### src/rtl/uart_rx_fsm_ctrl.sv
// UART RX frame controller: start detection, per-bit edge counting, deserialization, parity/stop checks.
// Optional UART_RX_ERR_CNT_EN adds a saturating ERR_CNT of errored/aborted frames.
module uart_rx_fsm_ctrl #(
    parameter int DATA_WIDTH = 8
) (
    input  logic                  CLK,
    input  logic                  RST,
    input  logic                  RX_IN,
    input  logic [5:0]            PRESCALE,
    input  logic                  PAR_EN,
    input  logic                  PAR_TYP,
    input  logic                  SAMPLED_BIT,
    output logic                  DAT_SAMP_EN,
    output logic [4:0]            EDG_CNT,
    output logic [3:0]            BIT_CNT,
    output logic [DATA_WIDTH-1:0] P_DATA,
    output logic                  DATA_VALID,
    output logic                  PAR_ERR,
`ifdef UART_RX_ERR_CNT_EN
    output logic [7:0]            ERR_CNT,
`endif
    output logic                  STP_ERR
);

    typedef enum logic [2:0] {IDLE, START, DATA, PARITY, STOP} state_e;

    state_e                r_state, w_nextState;
    logic [4:0]            r_edgCnt, r_edgMax, w_edgMaxNew;
    logic [3:0]            r_bitCnt;
    logic [DATA_WIDTH-1:0] r_shift, r_pData;
    logic                  r_parFlag, r_sampEn, r_dataValid, r_parErr, r_stpErr;
    logic                  w_bitEnd, w_parExp, w_dataValidNxt, w_parErrNxt, w_stpErrNxt;
    logic                  w_unusedPrescale;

    // Only 8/16/32 are legal, so the low prescale bits carry no information.
    assign w_unusedPrescale = &{1'b0, PRESCALE[3:0]};
    assign w_edgMaxNew      = PRESCALE[5] ? 5'd31 : (PRESCALE[4] ? 5'd15 : 5'd7);
    assign w_bitEnd         = (r_state != IDLE) && (r_edgCnt == r_edgMax);
    assign w_parExp         = (^r_shift) ^ PAR_TYP;

    always_ff @(posedge CLK or negedge RST) begin
        if (!RST) r_state <= IDLE;
        else      r_state <= w_nextState;
    end

    always_comb begin
        w_nextState = r_state;
        case (r_state)
            IDLE:    if (!RX_IN) w_nextState = START;
            START:   if (w_bitEnd) w_nextState = SAMPLED_BIT ? IDLE : DATA;
            DATA:    if (w_bitEnd && (r_bitCnt == 4'(DATA_WIDTH))) w_nextState = PAR_EN ? PARITY : STOP;
            PARITY:  if (w_bitEnd) w_nextState = STOP;
            STOP:    if (w_bitEnd) w_nextState = IDLE;
            default: w_nextState = IDLE;
        endcase
    end

    always_comb begin
        w_dataValidNxt = 1'b0;
        w_parErrNxt    = 1'b0;
        w_stpErrNxt    = 1'b0;
        case (r_state)
            PARITY:  w_parErrNxt = w_bitEnd && (SAMPLED_BIT != w_parExp);
            STOP: begin
                w_stpErrNxt    = w_bitEnd && !SAMPLED_BIT;
                w_dataValidNxt = w_bitEnd && SAMPLED_BIT && !r_parFlag;
            end
            default: ;
        endcase
    end

    // Prescale is frozen at the start edge so mid-frame changes cannot disturb bit timing.
    always_ff @(posedge CLK or negedge RST) begin
        if (!RST) begin
            r_edgMax    <= 5'd7;
            r_edgCnt    <= '0;
            r_bitCnt    <= '0;
            r_shift     <= '0;
            r_pData     <= '0;
            r_parFlag   <= 1'b0;
            r_sampEn    <= 1'b0;
            r_dataValid <= 1'b0;
            r_parErr    <= 1'b0;
            r_stpErr    <= 1'b0;
        end else begin
            r_sampEn    <= (w_nextState != IDLE);
            r_dataValid <= w_dataValidNxt;
            r_parErr    <= w_parErrNxt;
            r_stpErr    <= w_stpErrNxt;
            if ((r_state == IDLE) && !RX_IN) r_edgMax <= w_edgMaxNew;
            r_edgCnt <= ((r_state == IDLE) || w_bitEnd) ? 5'd0 : r_edgCnt + 5'd1;
            if (w_nextState == IDLE) r_bitCnt <= '0;
            else if (w_bitEnd)       r_bitCnt <= r_bitCnt + 4'd1;
            if ((r_state == DATA) && w_bitEnd) begin
                for (int i = 0; i < DATA_WIDTH; i++) begin
                    if (r_bitCnt == 4'(i + 1)) r_shift[i] <= SAMPLED_BIT;
                end
            end
            if (r_state == IDLE)  r_parFlag <= 1'b0;
            else if (w_parErrNxt) r_parFlag <= 1'b1;
            if (w_dataValidNxt) r_pData <= r_shift;
        end
    end

`ifdef UART_RX_ERR_CNT_EN
    logic [7:0] r_errCnt;
    logic       w_frameErr;

    // Parity and stop errors of one frame are both resolved at the stop bit end, so they count once.
    assign w_frameErr = w_bitEnd && (((r_state == START) && SAMPLED_BIT) ||
                                     ((r_state == STOP) && (!SAMPLED_BIT || r_parFlag)));

    always_ff @(posedge CLK or negedge RST) begin
        if (!RST)                                 r_errCnt <= '0;
        else if (w_frameErr && (r_errCnt != 8'hFF)) r_errCnt <= r_errCnt + 8'd1;
    end

    assign ERR_CNT = r_errCnt;
`endif

    assign DAT_SAMP_EN = r_sampEn;
    assign EDG_CNT     = r_edgCnt;
    assign BIT_CNT     = r_bitCnt;
    assign P_DATA      = r_pData;
    assign DATA_VALID  = r_dataValid;
    assign PAR_ERR     = r_parErr;
    assign STP_ERR     = r_stpErr;

endmodule

### config.mk
export PLATFORM = sky130hd
export DESIGN_NAME = uart_rx_fsm_ctrl
export DESIGN_NICKNAME = d
export VERILOG_FILES = /design/src/rtl/uart_rx_fsm_ctrl.sv
export SDC_FILE = /design/constraint.sdc
export NUM_CORES = 1
export LEC_CHECK = 0
export ABC_AREA = 1
export CAP_MARGIN = 15
export CORE_ASPECT_RATIO = 1.2
export CORE_UTILIZATION = 40
export CTS_CLUSTER_SIZE = 28
export DETAILED_ROUTE_END_ITERATION = 6
export PLACE_DENSITY = 0.65
export SLEW_MARGIN = 20
export SYNTH_ARGS = -nofsm -noshare
export SYNTH_HDL_FRONTEND = slang
export SYNTH_SLANG_ARGS = --single-unit
### constraint.sdc
create_clock -name CLK -period 4.75 [get_ports CLK]
set_clock_uncertainty 0.2 [all_clocks]
set_input_delay 0.95 -clock CLK [delete_from_list [all_inputs] [get_ports CLK]]
set_output_delay 0.95 -clock CLK [all_outputs]
set_load 0.005 [all_outputs]
==> results of run 1 <==
-- cell type report --
cell class                 instances  area share, %
sequential                        35           38.7
multi-input combinational        147           36.7
timing repair buffer              29           12.7
clock buffer                       8           4.42
inverter                          26           4.42
tap                               56           3.09
-- kinds of logic after synthesis --
| kind of cell | synth area share, % |
|---|---|
| XOR/XNOR | 5.78 |
| adder cells (fa/ha/maj) | 3.44 |
| buffers and inverters | 6.12 |
| AND/OR/NAND/NOR | 29.8 |
| AO/OA/AOI/OAI | 6.74 |
| flip-flops | 48.1 |
-- how the worst max path moves through the flow --
stage,endpoint
floorplan,r_parFlag
global placement,P_DATA[6]
detailed placement,P_DATA[3]
CTS,P_DATA[3]
global route,P_DATA[4]
finish,P_DATA[4]
-- metal layers --
metal,vias to the layer above,track usage (%)
li1,727,-
met1,616,22.2
met2,25,24.6
met3,6,2.69
met4,0,6.82
met5,-,0
-- worst max-delay path: cells and delay by family --
kind                   cells  cell delay, ns
buffers and inverters      3            1.02
AND/OR/NAND/NOR            4            0.60
-- state kept, by name, summed over array words and instances, names as in the netlist, 2 cells and up --
name	cells
EDG_CNT	5
r_state	3
r_shift	8
r_edgMax	2
P_DATA	8
BIT_CNT	4
-- synthesized netlist by cell type --
| master | n |
|---|---|
| a21oi_1 | 4 |
| a21oi_2 | 1 |
| a31oi_1 | 1 |
| buf_6 | 1 |
| dfrtp_1 | 35 |
| ha_1 | 5 |
| inv_1 | 20 |
| inv_2 | 5 |
| inv_4 | 1 |
| nand2_1 | 63 |
| nand2_2 | 3 |
| nand3_1 | 13 |
| nand3_4 | 1 |
| nand3b_1 | 1 |
| nand4_1 | 2 |
| nand4_2 | 1 |
| nor2_1 | 11 |
| nor2_2 | 3 |
| nor2_4 | 2 |
| nor2_8 | 2 |
| nor3_1 | 2 |
| nor3_2 | 1 |
| nor3_4 | 1 |
| o21ai_0 | 6 |
| o21ai_1 | 8 |
| o21ai_2 | 2 |
| or2_2 | 2 |
| xnor2_1 | 4 |
| xor2_1 | 8 |
-- report_power, final --
group	internal, mW	switching (mW)	total, mW
sequential	0.342	0.0431	0.385
combinational	0.118	0.153	0.271
clock	0.132	0.100	0.232
total	0.592	0.296	0.889
-- stage by stage --
stage,cell area (sq um),hold slack [ns]
after floorplan,1820,0.268
after global placement,2170,0.265
after detailed placement,2170,0.267
after CTS,2270,0.285
after global routing,2270,0.310
final,2270,0.277
==> impl_summary.log, run 1 <==
[metrics] outcome: finished clean
[metrics] Warnings, synthesis: 0
[metrics] Period minus WS final: 2.55 ns
[metrics] detailed-placement wirelength estimate: 2.35 mm
[metrics] first-pass GRT wire length: 5.87 mm
[metrics] count of hold-fix buffers inserted at cts: 0
[metrics] CP most frequent cell: nand2_1
[metrics] # Post-CTS Setup Buffers: 0
[metrics] setup slack after placement: 1.90 ns
[metrics] number of antenna diodes: 0
[metrics] count of placed standard cells in the final layout, fillers left out: 301
[metrics] first element of the critical path: SAMPLED_BIT
[metrics] met3 wire length: 99 microns
[metrics] pin count of the biggest net entering global routing: 36
[metrics] commonest cells after routing, fill and taps aside: 63 x nand2_1, 35 x dfrtp_1, 28 x clkdlybuf4s50_1
[metrics] Area contributors post-synth: dfrtp_1 48%, nand2_1 13%, inv_1 4.1%
[metrics] Worst Slack Setup Final: 2.20 ns
[metrics] classification of the worst setup path: input pin to flop
[metrics] average instance area after synthesis: 8.70 sq um
[metrics] Worst R2R Setup Slack: approximately 2.7 ns
[metrics] final-layout setup total negative slack: 0 ns
[metrics] count of clock tree sinks: 35
[metrics] Crit Path Max Fanout: 11
[metrics] cell count after placement: 293
[metrics] area growth from synthesis to layout: 24.6%
[metrics] post-layout total power: roughly 0.89 mW
[metrics] clock network latency to the later pin of the worst-skew pair: ~0.28 ns
[metrics] gate count after technology mapping: 209
[metrics] nature of the critical path endpoint: flop
[metrics] crit path max-delay cell type: clkdlybuf4s50_1
[metrics] Final ANT Viol Nets: 0
[metrics] vias per std cell: 4.56
[metrics] detailed router's first-iteration violation count: 50
[metrics] hold-critical path depth: 2
[metrics] portion of the clock cycle consumed by the worst path in the final layout: 53.6%
[metrics] Tightest Hold Check Type: flop to flop
[metrics] CTS Buffer Depth: 2
[metrics] number of endpoints with negative hold slack in the final report: 0
[metrics] site row count: 26
[metrics] cells resized by post-CTS repair: 0
[metrics] WL met2: 1.45 mm
[metrics] worst reg2reg path startpoint: EDG_CNT[0]
[metrics] die area: between 0.004 and 0.005 sq mm
[metrics] Max-cap violations: 0
[metrics] most common cell after layout, fill and taps aside: nand2_1
[metrics] drt total wl: between 3 and 4 mm
[metrics] capture endpoint of the worst hold path: P_DATA[6]
[metrics] sequential cell area in the final layout: 876 sq um
[metrics] number of filler cells placed in the layout: between 400 and 500
[metrics] Worst Min Path Start: P_DATA[6]
[metrics] worst stage delay on the critical path: 0.60 ns
[metrics] total clock buffers created by CTS: 5
[metrics] 1st-pass router iterations: 4
[metrics] net count reported at finish: 261
[metrics] H-tree level count: 2
[metrics] top-level I/O count: 33
[metrics] Die Width: 63.6 microns
[metrics] sequential share of the synthesized area: 48.1%
[metrics] slew margin rel.: 70.9%
[metrics] worst endpoint required time: between 4 and 5 ns
[metrics] combined area of all synthesized cells: 0.00182 sq mm
[metrics] critical path arrival: 2.56 ns
[metrics] distinct cell type count after synthesis: 29
[metrics] starting density of the core: 42.0%
[metrics] RSZ-0062 raised after global routing: no
[metrics] number of vias after detailed routing: around 1.4k
[metrics] Reg clk slew, reported paths: 0.06 ns
[metrics] final standard cell utilization of the core: 52.4%
[metrics] detail-routed net length per standard cell: between 10 and 15 microns
[metrics] post-synth net total: 226
[metrics] Worst Setup Start Kind: input pin
[metrics] Root Driver: clkbuf_8
[metrics] Die Y: 75.9 microns
[metrics] cell taking the most area after synthesis: dfrtp_1
[metrics] Slew Viols, Final: 0
[metrics] final RePlAce weighted congestion: 0.780
[metrics] Max Fclk: 393 MHz
[metrics] Power Dens Cells: 392 mW/mm^2
[metrics] maximum ir drop on the vdd rail: 0.180 mV
[metrics] share of layout cells above drive strength 1: between 10% and 20%
[metrics] IO Port Bufs: 28
[metrics] combined area of the multi-input logic cells: 832 sq um
[metrics] uppermost layer routed: met4
[metrics] leakage power of the design: between 1 and 1.5 nW
[metrics] Worst R2R End: P_DATA[4]
[metrics] core region area: 0.00433 sq mm
[metrics] initial antenna violation count: 0
[metrics] fraction of synthesized cell area taken by the top area cell type: 48.1%
[metrics] depth of the worst register-to-register path: 9
[metrics] Final setup viols: 0
[metrics] vias in the first global route: around 1.3k
[metrics] count of unresolved DRC violations after routing: 0
[metrics] synthesis-stage register bit count: 35
[metrics] total global routing overflow: 0
[metrics] cell-by-cell listing of the critical path: clkdlybuf4s50_1 > inv_1 > nor3_2 > nand2_1 > inv_2 > nand2_1 > nand2_1
[metrics] Worst Tran Pin Value: between 0.4 and 0.5 ns
[metrics] clock tree from TritonCTS: done
[metrics] met1 WL: 1.63 mm
[metrics] GRT Util Overall: ~16%
Note: power is estimated with default switching activity, not from simulation.
==> run 2: changes to the inputs <==
Settings changed: PLACE_DENSITY 0.65 to 0.67.
Clock period 4.75 ns to 2.1 ns, I/O delays scaled along.
==> impl_summary.log, run 2 (synthesis results as in run 1) <==
[metrics] switching fraction of total power: 34.1% (+0.71 points)
[metrics] total global routing overflow: 0 (unchanged)
[metrics] share of layout cells above drive strength 1: 13.9% (+0.41 points)
[metrics] classification of the worst setup path: flop to flop
[metrics] pin count of the biggest net entering global routing: 36 (unchanged)
[metrics] NetSw: 0.652 mW (+120%)
[metrics] starting density of the core: 42.0% (unchanged)
[metrics] Worst Min Path Start: P_DATA[2]
[metrics] internal power consumption: 1.26 mW (+110%)
[metrics] final standard cell utilization of the core: 52.1% (-0.23 points)
[metrics] Final ANT Viol Nets: 0 (unchanged)
[metrics] 1st-pass router iterations: 4 (unchanged)
[metrics] Final setup viols: 0 (unchanged)
[metrics] crit path max-delay cell type: dfrtp_1
[metrics] Worst Setup Start Kind: flop
[metrics] IO Port Bufs: 28 (unchanged)
[metrics] number of endpoints with negative hold slack in the final report: 0 (unchanged)
[metrics] Die Y: 75.9 microns (unchanged)
[metrics] cell family contributing the most delay on the critical path: simple AND/OR/NAND/NOR gates
[metrics] cells resized by post-CTS repair: 0 (unchanged)
[metrics] worst reg2reg path startpoint: BIT_CNT[0]
[metrics] CP most frequent cell: nand2_1
[metrics] vias per std cell: 4.62 (+1.2%)
[metrics] detailed-placement wirelength estimate: 2.44 mm (+4.0%)
[metrics] drt total wl: 3.21 mm (-0.19%)
[metrics] Crit Path Max Fanout: 5 (-6)
[metrics] count of clock tree sinks: 35 (unchanged)
[metrics] detail-routed net length per standard cell: 10.7 microns (-0.19%)
[metrics] Max Fclk: 530 MHz
[metrics] most common cell after layout, fill and taps aside: nand2_1
[metrics] total clock buffers created by CTS: 5 (unchanged)
[metrics] CTS Buffer Depth: 2 (unchanged)
[metrics] Comb pwr share: 31.9% (+1.4 points)
[metrics] Worst Tran Pin Value: 0.439 ns (+0.00324 ns)
[metrics] outcome: finished clean
[metrics] clock network latency to the later pin of the worst-skew pair: 0.28 ns (about the same)
[metrics] detailed router's first-iteration violation count: 80 (+60%)
[metrics] H-tree level count: 2 (unchanged)
[metrics] GRT Util Overall: 16.7% (+0.75 points)
[metrics] Worst R2R Setup Slack: 0.21 ns (-2.53 ns)
[metrics] count of unresolved DRC violations after routing: 0 (unchanged)
[metrics] setup slack after placement: -0.00538 ns (-1.91 ns)
[metrics] top-level I/O count: 33 (unchanged)
[metrics] capture endpoint of the worst hold path: P_DATA[2]
[metrics] worst stage delay on the critical path: 0.43 ns (-0.17 ns)
[metrics] initial antenna violation count: 0 (unchanged)
[metrics] number of vias after detailed routing: 1,390 (+1.2%)
[metrics] slew margin rel.: 70.7% (-0.22 points)
[metrics] RSZ-0062 raised after global routing: no
[metrics] number of antenna diodes: 0 (unchanged)
[metrics] Tightest Hold Check Type: flop to flop
[metrics] sum of buffers and inverters on the critical path: 1 (-2)
[metrics] area growth from synthesis to layout: 24.0%
[metrics] depth of the worst register-to-register path: 9 (unchanged)
[metrics] final RePlAce weighted congestion: 0.750 (-3.9%)
[metrics] count of hold-fix buffers inserted at cts: 0 (unchanged)
[metrics] Max-cap violations: 0 (unchanged)
[metrics] clock network power share: 22.7% (-3.4 points)
[metrics] # Post-CTS Setup Buffers: 0 (unchanged)
[metrics] count of placed standard cells in the final layout, fillers left out: 301 (unchanged)
[metrics] sequential group share of total power: 45.4% (+2.1 points)
[metrics] worst endpoint required time: 2.07 ns (-2.70 ns)
[metrics] site row count: 26 (unchanged)
[metrics] portion of the clock cycle consumed by the worst path in the final layout: roughly 90%
[metrics] Die Width: 63.6 microns (unchanged)
[metrics] leakage power of the design: 1.10 nW (-0.34%)
[metrics] Reg clk slew, reported paths: 0.06 ns (about the same)
[metrics] maximum ir drop on the vdd rail: 0.538 mV (+200%)
[metrics] die area: 0.00482 sq mm (unchanged)
[metrics] Period minus WS final: 1.89 ns
[metrics] commonest cells after routing, fill and taps aside: 62 x nand2_1, 35 x dfrtp_1, 28 x clkdlybuf4s50_1
[metrics] Slew Viols, Final: 0 (unchanged)
[metrics] net count reported at finish: 263 (+0.77%)
[metrics] number of filler cells placed in the layout: 411 (-4.2%)
[metrics] hold-critical path depth: 2 (unchanged)
[metrics] nature of the critical path endpoint: flop
[metrics] core region area: 0.00433 sq mm (unchanged)
[metrics] cell count after placement: 295 (+0.68%)
[metrics] clock tree from TritonCTS: done
[metrics] critical path arrival: 1.86 ns (-0.70 ns)
[metrics] Worst R2R End: BIT_CNT[1]
[metrics] Power Dens Cells: 849 mW/mm^2 (+120%)
[metrics] vias in the first global route: 1,416 (+9.6%)
[metrics] Root Driver: clkbuf_8
[metrics] first-pass GRT wire length: 6.08 mm (+3.5%)
[metrics] cell-by-cell listing of the critical path: inv_1 > ha_1 > nand2_1 > nor2_1 > nand4_1 > nand2_1 > nand2_1 > nor2_4 > a21oi_1
[metrics] Worst Slack Setup Final: 0.211 ns (-1.99 ns)
run 2: cell count changes in the layout (fill, tap and decap cells not counted), sizes merged:
cell	before	now
buf	1	3
clkbuf	8	6
run 2: worst max path at each step:
stage,start,endpoint,slack [ns],depth (start not counted)
floorplan,EDG_CNT[0],P_DATA[0],0.37,9
global placement,SAMPLED_BIT,P_DATA[4],0.0002,7
detailed placement,SAMPLED_BIT,P_DATA[4],-0.005,7
CTS,EDG_CNT[0],P_DATA[4],0.06,9
global route,EDG_CNT[0],P_DATA[2],0.01,9
finish,BIT_CNT[0],BIT_CNT[1],0.21,9
run 2: power by group through the flow:
stage / combinational [mW] / clock, mW / sequential, mW
2_1_floorplan: 0.396 / 0 / 0.873
3_3_place_gp: 0.612 / 0 / 0.880
3_5_place_dp: 0.621 / 0 / 0.883
4_1_cts: 0.625 / 0.455 / 0.873
5_1_grt: 0.703 / 0.473 / 0.886
6_report: 0.611 / 0.434 / 0.870
run 2: through the flow:
stage          total power [mW]   TNS, ns  cell area (sq um)  hold WS (ns)
4_1_cts                    1.95         0               2250         0.285
3_5_place_dp               1.50  -0.00538               2180         0.268
2_1_floorplan              1.27         0               1820       -0.0756
6_report                   1.92         0               2260         0.278
5_1_grt                    2.06         0               2260         0.321
3_3_place_gp               1.49         0               2180         0.267
run 2: cell type report:
type | count | area (sq um) | share of cell area (%)
timing repair buffer | 31 | 303 | 13.4
multi-input combinational | 147 | 835 | 37.0
sequential | 35 | 876 | 38.8
inverter | 26 | 100 | 4.44
tap | 56 | 70.1 | 3.11
clock buffer | 6 | 72.6 | 3.22
run 2: metal layers:
layer / vias up / global-route usage, % / wire length (microns)
met4: 0 / 11.1 / 97
li1: 737 / - / -
met2: 22 / 27.3 / 1540
met3: 7 / 2.84 / 89
met1: 624 / 20.4 / 1480
met5: - / 0 / 0
run 2: worst reg2reg max path, cell delays in order, from the launching register on:
cell and delay [ns]:
dfrtp_1 0.43, inv_1 0.14, ha_1 0.18, nand2_1 0.06, nor2_1 0.25, nand4_1 0.13, nand2_1 0.07, nand2_1 0.09
nor2_4 0.14, a21oi_1 0.08
==> RTL edit, RTL diff (flow settings as in run 1) <==
Re-encode `state_e` (5 states) as Gray code, 3 bits wide.
--- a/src/rtl/uart_rx_fsm_ctrl.sv
+++ b/src/rtl/uart_rx_fsm_ctrl.sv
@@ -22,7 +22,7 @@
     output logic                  STP_ERR
 );
 
-    typedef enum logic [2:0] {IDLE, START, DATA, PARITY, STOP} state_e;
+    typedef enum logic [2:0] {IDLE = 3'b000, START = 3'b001, DATA = 3'b011, PARITY = 3'b010, STOP = 3'b110} state_e;
 
     state_e                r_state, w_nextState;
     logic [4:0]            r_edgCnt, r_edgMax, w_edgMaxNew;
Check against the original RTL: no difference found for any inputs over 10 cycles, from zero or initial values and one cycle with RST low; not proved beyond that.
==> RTL edit against run 1 <==
  * Area after synthesis down 2.5%
  * Final area decreased by 1.4%
  * Routed wire length shrank 7.2%
  * Clock power grew 12%
  * Via count down 1.0%
  * Synthesized cell count decreased by 1.9%
  * Total power shrank 6.7%
  * Worst hold slack hardly changed
  * Setup slack improved by 0.095 ns
  * Sequential cell count stayed put
  * Critical path type is now reg -> out
  * Highest routed layer unchanged
==> RTL edit: results (changes against run 1) <==
* Source of the worst hold timing path: P_DATA[4]$_DFFE_PN0P_ (was P_DATA[6]$_DFFE_PN0P_)
* Worst EP arrival at 1.30 ns (was 2.56 ns)
* Routed met1 length at 1330 um (was 1630 um)
* Worst VDD drop at 0.000264 V (was 0.000180 V)
* HPWL after detailed placement at 2260 um (was 2350 um)
* Reg2reg setup slack at 2.90 ns (was 2.74 ns)
* Terminus of the critical flop-to-flop path: P_DATA[7]$_DFFE_PN0P_ (was P_DATA[4]$_DFFE_PN0P_)
* LEAKAGE at 1.12 nW (was 1.10 nW)
* Number of design-rule violations left by the first detailed-router iteration at 44 (was 50)
* Status: complete, no violations (unchanged)
* Worst hold slack at 0.277 ns (about the same)
* Final Net Count at 257 (was 261)
* Wire length on met3 at 105 um (was 99 um)
* Top cells by area in the synthesized netlist: sky130_fd_sc_hd__dfrtp_1 (49%), sky130_fd_sc_hd__nand2_1 (12%), sky130_fd_sc_hd__inv_1 (4.9%) (was sky130_fd_sc_hd__dfrtp_1 (48%), sky130_fd_sc_hd__nand2_1 (13%), sky130_fd_sc_hd__inv_1 (4.1%))
* Number of placed cells counting well taps at 289 (was 293)
* Via count of the first global-routing pass at 1284 (was 1292)
* Synthesized netlist net count at 222 (was 226)
* Synth unique cells at 27 (was 29)
* Vias per cell at 4.58 (was 4.56)
* R2R depth at 11 (was 9)
* RePlAce Congestion at 0.735 (was 0.780)
* Crit path max fanout at 7 (was 11)
* Worst slew margin relative to its limit at 0.717 (was 0.709)
* Share of final-layout standard cells stronger than drive strength 1 at 0.141 (was 0.135)
* # fillers at 417 (was 429)
* Post-synthesis cell count at 205 (was 209)
* WL met2 at 1470 um (was 1450 um)
==> RTL edit: changes by cell type in the layout (fill, tap and decap cells not counted), sizes merged, moves of 2 or more <==
| cell | run 1 | this run |
|---|---|---|
| xnor2 | 4 | 2 |
| clkinv | 0 | 3 |
| xor2 | 8 | 6 |
| nand3 | 14 | 19 |
| a21oi | 5 | 2 |
| nand2 | 66 | 63 |
| o21ai | 16 | 14 |
| nor2 | 18 | 20 |
| clkbuf | 8 | 5 |
==> RTL edit: routing by layer <==
layer	up-vias	global-route usage
li1	721	-
met1	603	0.175
met2	29	0.267
met3	7	0.0318
met4	0	0.0775
met5	-	0
==> RTL edit: per-stage QoR <==
step | cell area [sq um] | power [mW] | setup slack, ns
CTS | 2230 | 0.842 | 2.28
finish | 2230 | 0.829 | 2.30
global placement | 2120 | 0.575 | 2.07
detailed placement | 2120 | 0.578 | 2.07
floorplan | 1770 | 0.495 | 2.85
global route | 2230 | 0.883 | 2.20
==> RTL edit: where the power goes <==
part           internal (mW)  leakage [nW]  switching (mW)  total [mW]
clock network          0.156        0.0581           0.103       0.259
registers              0.334         0.429          0.0353       0.370
logic                 0.0924         0.631           0.108       0.200
==> RTL edit: how the worst max path moves through the flow <==
| stage | start | endpoint | slack [ns] | cells past startpoint |
|---|---|---|---|---|
| 6_report | BIT_CNT[0]$_DFFE_PN0P_ | BIT_CNT[0] | 2.30 | 1 |
| 3_5_place_dp | SAMPLED_BIT | r_parFlag$_DFFE_PN0P_ | 2.07 | 11 |
| 3_3_place_gp | SAMPLED_BIT | r_parFlag$_DFFE_PN0P_ | 2.07 | 11 |
| 5_1_grt | SAMPLED_BIT | r_parFlag$_DFFE_PN0P_ | 2.20 | 11 |
| 4_1_cts | BIT_CNT[0]$_DFFE_PN0P_ | BIT_CNT[0] | 2.28 | 1 |
| 2_1_floorplan | SAMPLED_BIT | r_parFlag$_DFFE_PN0P_ | 2.85 | 9 |
==> RTL edit: cell type report <==
| cell class | instances | share of cell area |
|---|---|---|
| clock inverters | 3 | 0.0196 |
| inverters | 28 | 0.0487 |
| multi-input cells | 141 | 0.348 |
| repair buffers | 29 | 0.129 |
| well taps | 56 | 0.0314 |
| flip-flops and latches | 35 | 0.392 |
| clock buffers | 5 | 0.0308 |
==> RTL edit: kinds of logic after synthesis <==
group / Yosys count / synth area share
simple gates: 111 / 0.300
compound gates: 17 / 0.0599
flops: 35 / 0.494
xor+xnor: 8 / 0.0437
buf+inv: 29 / 0.0677
fa+ha+maj: 5 / 0.0353
